`config.mk`:
```
export PLATFORM = sky130hd
export DESIGN_NAME = uart_tx_core
export DESIGN_NICKNAME = d
export VERILOG_FILES = /design/src/rtl/uart_pkg.sv /design/src/rtl/uart_bit_timer.sv /design/src/rtl/uart_tx_core.sv
export SDC_FILE = /design/constraint.sdc
export NUM_CORES = 1
export LEC_CHECK = 0
export CAP_MARGIN = 0
export CELL_PAD_IN_SITES_DETAIL_PLACEMENT = 1
export CELL_PAD_IN_SITES_GLOBAL_PLACEMENT = 2
export CORE_MARGIN = 5
export CORE_UTILIZATION = 38
export CTS_BUF_LIST = sky130_fd_sc_hd__clkbuf_8
export DETAILED_ROUTE_END_ITERATION = 10
export GPL_TIMING_DRIVEN = 1
export PLACE_DENSITY_LB_ADDON = 0.3
export SLEW_MARGIN = 40
export SYNTH_ARGS = -nofsm -noshare
export SYNTH_HDL_FRONTEND = slang
export SYNTH_SLANG_ARGS = --single-unit
```
`constraint.sdc`:
```
create_clock -name clk -period 5.1 [get_ports clk]
set_input_delay 0.765 -clock clk [delete_from_list [all_inputs] [get_ports clk]]
set_output_delay 0.765 -clock clk [all_outputs]
set_load 0.02 [all_outputs]
```
`src/rtl/uart_pkg.sv`:
```
`default_nettype none
// ============================================================================
//  Module      : uart_pkg
//  Description : Shared UART definitions for the TX and RX engines. Holds the
//                frame-state encodings, parity mode constants and a small
//                width helper.
//  Revision    : 1.0 - initial release
// ============================================================================
package uart_pkg;

  // Frame states (3-bit; encodings 5..7 are illegal and recover to IDLE)
  localparam logic [2:0] IDLE   = 3'd0;
  localparam logic [2:0] START  = 3'd1;
  localparam logic [2:0] DATA   = 3'd2;
  localparam logic [2:0] PARITY = 3'd3;
  localparam logic [2:0] STOP   = 3'd4;

  // Parity mode as carried on par_odd
  localparam logic PAR_EVEN = 1'b0;
  localparam logic PAR_ODD  = 1'b1;

  // $clog2 that never returns zero, so a counter of one state still has a bit
  function automatic int clog2_min1(input int value);
    return (value <= 2) ? 1 : $clog2(value);
  endfunction

endpackage
`default_nettype wire

```
`src/rtl/uart_bit_timer.sv`:
```
`default_nettype none
// ============================================================================
//  Module      : uart_bit_timer
//  Description : Bit-period counter shared by the UART TX and RX engines.
//                Counts 0..CLKS_PER_BIT-1 and wraps; bit_end marks the last
//                cycle of each bit period. bit_end_next predicts bit_end for
//                the following cycle so that users can register it.
//  Ports       : clk          - clock, rising edge
//                rstn         - asynchronous active-low reset
//                clear        - hold the counter at zero
//                bit_end      - current cycle is the last of the bit period
//                bit_end_next - next cycle will be the last of the bit period
//  Revision    : 1.0 - initial release
// ============================================================================
module uart_bit_timer
  import uart_pkg::*;
#(
  parameter int CLKS_PER_BIT = 16
) (
  input  logic clk,
  input  logic rstn,
  input  logic clear,
  output logic bit_end,
  output logic bit_end_next
);

  localparam int              CNT_W    = clog2_min1(CLKS_PER_BIT);
  localparam logic [CNT_W-1:0] C_LAST   = CNT_W'(CLKS_PER_BIT - 1);
  // Only meaningful when CLKS_PER_BIT >= 2; the single-cycle case short-cuts it
  localparam logic [CNT_W-1:0] C_PENULT = CNT_W'(CLKS_PER_BIT - 2);
  localparam logic             C_SINGLE = (CLKS_PER_BIT == 1);

  logic [CNT_W-1:0] r_cnt;

  assign bit_end = (r_cnt == C_LAST);

  // After a clear or a wrap the counter restarts at 0, which is a bit end only
  // when every cycle is its own bit period.
  assign bit_end_next = C_SINGLE | (~clear & ~bit_end & (r_cnt == C_PENULT));

  always_ff @(posedge clk or negedge rstn) begin
    if (!rstn) begin
      r_cnt <= '0;
    end else if (clear || bit_end) begin
      r_cnt <= '0;
    end else begin
      r_cnt <= r_cnt + CNT_W'(1);
    end
  end

endmodule
`default_nettype wire

```
`src/rtl/uart_tx_core.sv`:
```
`default_nettype none
// ============================================================================
//  Module      : uart_tx_core
//  Description : UART transmit engine. Frame FSM, serializer and parity
//                generator around a shared bit timer. One word is taken per
//                data_valid/ready handshake and sent as start, DATA_W data bits
//                LSB first, optional parity, then 1 or 2 stop bits.
//  Ports       : clk, rstn   - clock / asynchronous active-low reset
//                data_in     - word to send, sampled on accept
//                data_valid  - host has a word
//                ready       - core accepts this cycle (combinational)
//                par_en      - append parity bit (sampled on accept)
//                par_odd     - 0 even / 1 odd parity (sampled on accept)
//                stop2       - two stop bits (sampled on accept)
//                tx_out      - registered serial line, idle high
//                busy        - registered, high while a frame is on the line
//                done        - registered pulse in the last frame cycle
//  Revision    : 1.0 - initial release
// ============================================================================
module uart_tx_core
  import uart_pkg::*;
#(
  parameter int DATA_W       = 8,
  parameter int CLKS_PER_BIT = 16
) (
  input  logic              clk,
  input  logic              rstn,
  input  logic [DATA_W-1:0] data_in,
  input  logic              data_valid,
  output logic              ready,
  input  logic              par_en,
  input  logic              par_odd,
  input  logic              stop2,
  output logic              tx_out,
  output logic              busy,
  output logic              done
);

  localparam int                   BIT_IDX_W  = clog2_min1(DATA_W);
  localparam logic [BIT_IDX_W-1:0] C_LAST_BIT = BIT_IDX_W'(DATA_W - 1);

  logic [2:0]           r_state;
  logic [DATA_W-1:0]    r_shift;
  logic [BIT_IDX_W-1:0] r_bit_idx;
  logic                 r_stop_idx;
  logic                 r_par_en;
  logic                 r_stop2;
  logic                 r_parity;
  logic                 r_tx_out;
  logic                 r_busy;
  logic                 r_done;

  logic [2:0]           w_state_nxt;
  logic [DATA_W-1:0]    w_shift_nxt;
  logic [BIT_IDX_W-1:0] w_bit_idx_nxt;
  logic                 w_stop_idx_nxt;
  logic                 w_par_en_nxt;
  logic                 w_stop2_nxt;
  logic                 w_parity_nxt;
  logic                 w_tx_nxt;
  logic                 w_done_nxt;
  logic                 w_load;
  logic                 w_par_calc;
  logic                 w_bit_end;
  logic                 w_bit_end_next;
  logic                 w_last_stop;
  logic                 w_ready;
  logic                 w_accept;
  logic                 w_timer_clr;

  // The timer idles at zero so the start bit gets a full period after accept
  assign w_timer_clr = (r_state == IDLE);

  uart_bit_timer #(
    .CLKS_PER_BIT (CLKS_PER_BIT)
  ) u_bit_timer (
    .clk          (clk),
    .rstn         (rstn),
    .clear        (w_timer_clr),
    .bit_end      (w_bit_end),
    .bit_end_next (w_bit_end_next)
  );

  // r_stop_idx counts stop bits already completed; the last one is reached
  // when it equals the latched stop2 (0 for one stop bit, 1 for two).
  assign w_last_stop = (r_stop_idx == r_stop2);
  assign w_ready     = (r_state == IDLE) |
                       ((r_state == STOP) & w_last_stop & w_bit_end);
  assign w_accept    = data_valid & w_ready;
  assign ready       = w_ready;

  always_comb begin
    w_par_calc = 1'b0;
    case (par_odd)
      PAR_EVEN: w_par_calc = ^data_in;
      PAR_ODD:  w_par_calc = ~^data_in;
      default:  w_par_calc = 1'b0;
    endcase
  end

  // Next-state logic. A load (from IDLE, or straight out of the last stop bit
  // for back-to-back frames) captures the word and its framing options.
  always_comb begin
    w_state_nxt    = r_state;
    w_shift_nxt    = r_shift;
    w_bit_idx_nxt  = r_bit_idx;
    w_stop_idx_nxt = r_stop_idx;
    w_par_en_nxt   = r_par_en;
    w_stop2_nxt    = r_stop2;
    w_parity_nxt   = r_parity;
    w_load         = 1'b0;

    case (r_state)
      IDLE: begin
        if (w_accept) w_load = 1'b1;
      end
      START: begin
        if (w_bit_end) begin
          w_state_nxt   = DATA;
          w_bit_idx_nxt = '0;
        end
      end
      DATA: begin
        if (w_bit_end) begin
          if (r_bit_idx == C_LAST_BIT) begin
            w_state_nxt    = r_par_en ? PARITY : STOP;
            w_stop_idx_nxt = 1'b0;
          end else begin
            w_shift_nxt   = {1'b0, r_shift[DATA_W-1:1]};
            w_bit_idx_nxt = r_bit_idx + BIT_IDX_W'(1);
          end
        end
      end
      PARITY: begin
        if (w_bit_end) begin
          w_state_nxt    = STOP;
          w_stop_idx_nxt = 1'b0;
        end
      end
      STOP: begin
        if (w_bit_end) begin
          if (!w_last_stop) begin
            w_stop_idx_nxt = 1'b1;
          end else if (w_accept) begin
            w_load = 1'b1;
          end else begin
            w_state_nxt = IDLE;
          end
        end
      end
      default: begin
        w_state_nxt = IDLE;
      end
    endcase

    if (w_load) begin
      w_state_nxt    = START;
      w_shift_nxt    = data_in;
      w_bit_idx_nxt  = '0;
      w_stop_idx_nxt = 1'b0;
      w_par_en_nxt   = par_en;
      w_stop2_nxt    = stop2;
      w_parity_nxt   = w_par_calc;
    end
  end

  // Outputs are registered from the next state so they line up with it
  always_comb begin
    w_tx_nxt = 1'b1;
    case (w_state_nxt)
      START:   w_tx_nxt = 1'b0;
      DATA:    w_tx_nxt = w_shift_nxt[0];
      PARITY:  w_tx_nxt = w_parity_nxt;
      default: w_tx_nxt = 1'b1;
    endcase
  end

  // done lands on the final cycle of the last stop bit
  assign w_done_nxt = (w_state_nxt == STOP) &
                      (w_stop_idx_nxt == w_stop2_nxt) &
                      w_bit_end_next;

  always_ff @(posedge clk or negedge rstn) begin
    if (!rstn) begin
      r_state    <= IDLE;
      r_shift    <= '0;
      r_bit_idx  <= '0;
      r_stop_idx <= 1'b0;
      r_par_en   <= 1'b0;
      r_stop2    <= 1'b0;
      r_parity   <= 1'b0;
      r_tx_out   <= 1'b1;
      r_busy     <= 1'b0;
      r_done     <= 1'b0;
    end else begin
      r_state    <= w_state_nxt;
      r_shift    <= w_shift_nxt;
      r_bit_idx  <= w_bit_idx_nxt;
      r_stop_idx <= w_stop_idx_nxt;
      r_par_en   <= w_par_en_nxt;
      r_stop2    <= w_stop2_nxt;
      r_parity   <= w_parity_nxt;
      r_tx_out   <= w_tx_nxt;
      r_busy     <= (w_state_nxt != IDLE);
      r_done     <= w_done_nxt;
    end
  end

  assign tx_out = r_tx_out;
  assign busy   = r_busy;
  assign done   = r_done;

endmodule
`default_nettype wire

```
==> flow_summary.yaml, run 1 <==
timing:
  hold_viol_final: 0
  period_share_pct: 57.8
  slew_headroom_pct: 52.2
  tns_ns: 0
  finalSetupViolCount: 0
  finalCriticalPeriod_ns: 2.95
  worst_pin_slew_ns: 0.711
  fin_ws_ns: 2.15
  finalMaxSlewViolations: 0
  fmax_ghz: 0.339
  fin_skew_ns: 0.00166
  rsz0062_at_grt: "false"
die:
  die_area_um2: 4680
  chipWidth_um: 68.4
  coreArea_um2: 3310
  start_util_pct: 39.2
  num_io_pins: 18
  rows: 21
  die_h_um: 68.4
worst_setup_path:
  path_class: "reg -> out"
  crit_path_start: "r_stop2$_DFF_PN0_"
  cpPeakStageDelay_ns: 0.64
  crit_path_top_delay_cell: "clkdlybuf4s50_1"
  cp.required_ns: 4.34
  r2r-start: "r_stop2$_DFF_PN0_"
  crit_chain: "inv_1, ha_1, nand4b_2, a211oi_1, clkdlybuf4s50_1"
  cp-end-kind: "primary output"
  arrival_ns: 2.18
  cp_max_fo: 3
  start_kind: "flip-flop"
synth:
  synth_top_family_by_area: "simple AND/OR/NAND/NOR gates"
  synth_mux_area_share_pct: 3.38
  synthesis.area_um2: 1300
  synthCells: 127
  synthSimpleGateAreaFrac_pct: 19.4
  synth_edf_count: 0
  postSynthAreaPerCell_um2: 10.2
  ys.flop_type: "dfrtp_1"
  ys_seq_elements: 25
  async_flop_share_pct: 100
  seq_area_frac_synth_pct: 48.3
  synthAdderAreaFrac_pct: 4.82
  yosys_warnings: 0
  synth-xor-area-share_pct: 6.75
  syn_nets: 146
  synth_compound_area_share_pct: 14.2
  synth_cell_type_count: 35
clocking:
  root_buffer: "clkbuf_8"
  h-tree-depth: 1
  path_clk_slew_ns: 0.09
  cts.sinks: 25
  clock_path_buffers: 2
  cts_tree: "yes"
  postCtsSetupRepairBufs: 0
  hold_buffers: 0
  cts_buffers: 3
  cts-resized-gates: 0
  insertion_delay_ns: 0.27
pwr:
  p_leak_nw: 0.681
  ir_drop_v: 0.000155
  internal-power_uw: 449
  p_per_area_nw_per_um2: 460
  pwr-share-clk_pct: 16.6
  total_power_uw: 718
  p_sw_share_pct: 37.4
  p_comb_share_pct: 34.9
  pwr-share-seq_pct: 48.4
  p_sw_uw: 268
detailed_routing:
  drc: 0
  first_pass_iters: 4
  drtIter0Drc: 52
  routed_via_density: 5.20
  finalWirelength_um: 2810
  ant_nets: 0
  avgRoutedWirePerCell_um: 14.9
  num_vias: 982
finish:
  seq_area_um2: 627
  fillers: 380
  diodes: 0
  stdcell_count: 189
  multi_input_area_um2: 638
  area_growth_pct: 20.3
  nets: 163
  drive_gt1_share_pct: 12.6
global_route:
  gr-total-overflow: 0
  grt_pass1_wl_um: 5050
  grt_max_degree: 26
  grt_util_all_layers_pct: 14.5
  grt_pass1_vias: 1074
  antenna_found_initial: 0
place:
  io_buffers: 17
  dp_hpwl_um: 2180
  place_inst: 185
  place.gp.congestion: 0.763
  dp_slack_ns: 2.42
outcome:
  status: "complete, no violations"
flow_run:
  drv_cap: 0
worst_hold_path:
  worstHoldPathType: "in -> async"
layout make-up:
| type | instances | area share (%) |
|---|---|---|
| well taps | 46 | 3.69 |
| repair buffers | 18 | 11.3 |
| multi-input cells | 92 | 40.9 |
| clock buffers | 3 | 2.65 |
| clock inverters | 1 | 0.321 |
| inverters | 4 | 0.962 |
| flip-flops and latches | 25 | 40.2 |
placed cells by master (no fill, tap or decap), drive strengths merged, types with 2 or more instances in the layout:
master,count
a21oi,3
a22o,2
a22oi,6
buf,2
clkbuf,3
clkdlybuf4s50,16
dfrtp,24
ha,5
inv,4
mux2,3
nand2,17
nand2b,2
nand3,4
nand4,2
nor2,11
nor2b,2
o21ai,7
or2,3
or3,2
xnor2,7
xor2,3
logic make-up after synthesis:
kind of cell    Yosys count
xor+xnor                 10
compound gates           24
flops                    25
fa+ha+maj                 5
mux                       4
buf+inv                  10
simple gates             49
cell usage after synthesis, types with 4 or more instances:
cell | number | area [µm²]
xnor2_1 | 7 | 61.3
nand3_1 | 4 | 20.0
nand2_1 | 17 | 63.8
o21ai_0 | 7 | 35.0
a22oi_1 | 6 | 45.0
ha_1 | 5 | 62.6
nor2_1 | 10 | 37.5
inv_1 | 4 | 15.0
dfrtp_1 | 24 | 601
metal layers:
layer,vias to the layer above,share of wire (%),GRT usage (%)
li1,469,-,-
met1,484,45,18.5
met2,25,48,23.4
met3,4,4.9,3.28
met4,0,1.5,5.96
met5,-,0,0
sequential cells by signal, indices dropped and copies added (netlist names):
name	cells
r_stop2	1
tx_out	1
r_stop_idx	1
r_bit_idx	3
busy	1
r_parity	1
r_shift	8
r_par_en	1
u_bit_timer.r_cnt	4
r_state	3
done	1
worst paths after layout:
path / endpoint / slack (ns) / cells past startpoint
setup / recovery: ready / 2.15 / 5
hold / removal: u_bit_timer.r_cnt[3]$_DFF_PN0_ / 0.47 / 1
setup reg to reg: r_bit_idx[0]$_DFFE_PN0P_ / 2.58 / 8
hold reg to reg: r_shift[5]$_DFFE_PN0P_ / 0.48 / 2
max in group asynchronous: tx_out$_DFF_PN1_ / 4.25 / 1
min in group clk: r_shift[5]$_DFFE_PN0P_ / 0.48 / 2
power groups by stage:
stage | registers [mW] | clock network (mW) | logic, mW
after global routing | 0.360 | 0.133 | 0.287
after detailed placement | 0.352 | 0 | 0.255
after floorplan | 0.317 | 0 | 0.200
after global placement | 0.349 | 0 | 0.239
after CTS | 0.348 | 0.122 | 0.257
final | 0.348 | 0.119 | 0.251
stage by stage:
step	hold WS, ns	instance area (µm²)	utilization, %
2_1_floorplan	0.446	1300	-
3_3_place_gp	0.469	1500	45.3
3_5_place_dp	0.465	1510	45.7
4_1_cts	0.487	1560	47.1
5_1_grt	0.511	1560	47.1
6_report	0.472	1560	47.1
critical path, delay by kind of cell, from the launching register on:
family,cells,cell delay (ns)
buf+inv,2,0.71
flops,1,0.38
fa+ha+maj,1,0.28
simple gates,1,0.27
compound gates,1,0.27
(Power assumes the default switching activity.)
==> inputs of run 2 (changes only) <==
CORE_UTILIZATION = 32   (was 38)
clock period = 2.6 ns   (was 5.1 ns; I/O delays follow)
==> flow_summary.yaml, run 2 (synthesis results as in run 1) <==
pwr:
  pwr-share-seq_pct: 48.9
  p_sw_uw: 515
  internal-power_uw: 875
  p_per_area_nw_per_um2: 885
  ir_drop_v: 0.000212
  p_sw_share_pct: 37.0
  pwr-share-clk_pct: 16.5
  p_comb_share_pct: 34.6
  p_leak_nw: 0.696
worst_hold_path:
  worstHoldPathType: "in -> async"
worst_setup_path:
  crit_path_start: "r_stop2$_DFF_PN0_"
  cp_max_fo: 3
  r2r_setup_slack_ns: 0.42
  worstRegToRegCells: 6
  r2r-end: "r_parity$_DFF_PN0_"
  cp-end-kind: "primary output"
  cp.required_ns: 2.21
  arrival_ns: 1.91
  path_class: "reg -> out"
  r2r-start: "r_stop2$_DFF_PN0_"
  start_kind: "flip-flop"
place:
  dp_hpwl_um: 2100
  place.gp.congestion: 0.771
  place_inst: 191
  dpl_cell_area_um2: 1530
  io_buffers: 17
clocking:
  postCtsSetupRepairBufs: 0
  clock_path_buffers: 2
  path_clk_slew_ns: 0.09
  root_buffer: "clkbuf_8"
  insertion_delay_ns: 0.27
  hold_buffers: 0
  cts-resized-gates: 1
  h-tree-depth: 1
  cts_buffers: 3
  cts_tree: "yes"
  cts.sinks: 25
flow_run:
  drv_cap: 0
finish:
  fillers: 450
  final_cell_area_um2: 1570
  area_growth_pct: 21.0
  drive_gt1_share_pct: 12.4
  stdcell_count: 195
  largest_reg_flops: 8
  reg_top3: "r_shift: 8 flops, u_bit_timer.r_cnt: 4 flops"
  mostFrequentLayoutCell: "dfrtp_1"
  most-common-layout-cells: "dfrtp_1 (24), nand2_1 (17), clkdlybuf4s50_1 (16)"
  diodes: 0
  largest-register: "r_shift"
  fin_util_pct: 39.5
  nets: 165
detailed_routing:
  num_vias: 1005
  avgRoutedWirePerCell_um: 14.5
  drtIter0Drc: 56
  routed_via_density: 5.15
  drc: 0
  ant_nets: 0
  first_pass_iters: 4
  finalWirelength_um: 2830
die:
  coreArea_um2: 3970
  num_io_pins: 18
  die_h_um: 73.7
  chipWidth_um: 73.7
  die_area_um2: 5430
  rows: 23
  start_util_pct: 32.7
global_route:
  gr-total-overflow: 0
  grt_util_all_layers_pct: 12.1
  grt_pass1_wl_um: 5160
  grt_pass1_vias: 1097
  antenna_found_initial: 0
  grt_max_degree: 26
timing:
  fin_skew_ns: 0.00449
  worst_pin_slew_ns: 0.385
  rsz0062_at_grt: "false"
  tns_ns: 0
  finalMaxSlewViolations: 0
  finalCriticalPeriod_ns: 2.30
  hold_viol_final: 0
  period_share_pct: 88.4
  slew_headroom_pct: 74.4
  fmax_ghz: 0.435
  finalSetupViolCount: 0
outcome:
  status: "complete, no violations"
[run 2: metrics by stage]
step                      total power, mW  setup slack [ns]  hold WS (ns)
after global placement               1.15             0.377         0.459
after global routing                 1.51             0.169         0.505
after detailed placement             1.18             0.300         0.468
after CTS                            1.42             0.273         0.489
after floorplan                      1.01             0.502        0.0944
final                                1.39             0.302         0.480
[run 2: routing by layer]
layer,share of wire [%],track usage [%],routed length (µm),up-vias
met2,44,17.4,1240,20
met4,2.1,4.63,59,0
met1,50,17.5,1410,501
met3,4.2,2.60,118,7
li1,-,-,-,477
met5,0,0,0,-
[run 2: critical path, cell delays in order (launching register included)]
cell	delay, ns
dfrtp_1	0.38
inv_1	0.08
ha_1	0.30
nand4b_2	0.27
a211oi_1	0.26
dlygate4sd2_1	0.36
[run 2: power groups by stage]
| stage | registers (mW) | logic, mW | clock network (mW) |
|---|---|---|---|
| 6_report | 0.680 | 0.481 | 0.229 |
| 5_1_grt | 0.704 | 0.545 | 0.262 |
| 4_1_cts | 0.682 | 0.491 | 0.242 |
| 3_5_place_dp | 0.690 | 0.493 | 0 |
| 3_3_place_gp | 0.677 | 0.475 | 0 |
| 2_1_floorplan | 0.621 | 0.393 | 0 |
[run 2: area by class of cell]
class | instances | area (µm²) | share of cell area, %
well taps | 50 | 62.6 | 3.98
multi-input cells | 92 | 629 | 40.1
inverters | 4 | 15.0 | 0.956
clock inverters | 1 | 3.75 | 0.239
flip-flops and latches | 25 | 627 | 39.9
clock buffers | 3 | 41.3 | 2.63
repair buffers | 20 | 191 | 12.2
[run 2: worst max-delay path by stage]
stage,to,slack (ns),depth (start not counted)
finish,ready,0.30,5
global placement,ready,0.38,5
global route,ready,0.17,5
floorplan,r_bit_idx[0]$_DFFE_PN0P_,0.50,7
CTS,ready,0.27,5
detailed placement,ready,0.30,5
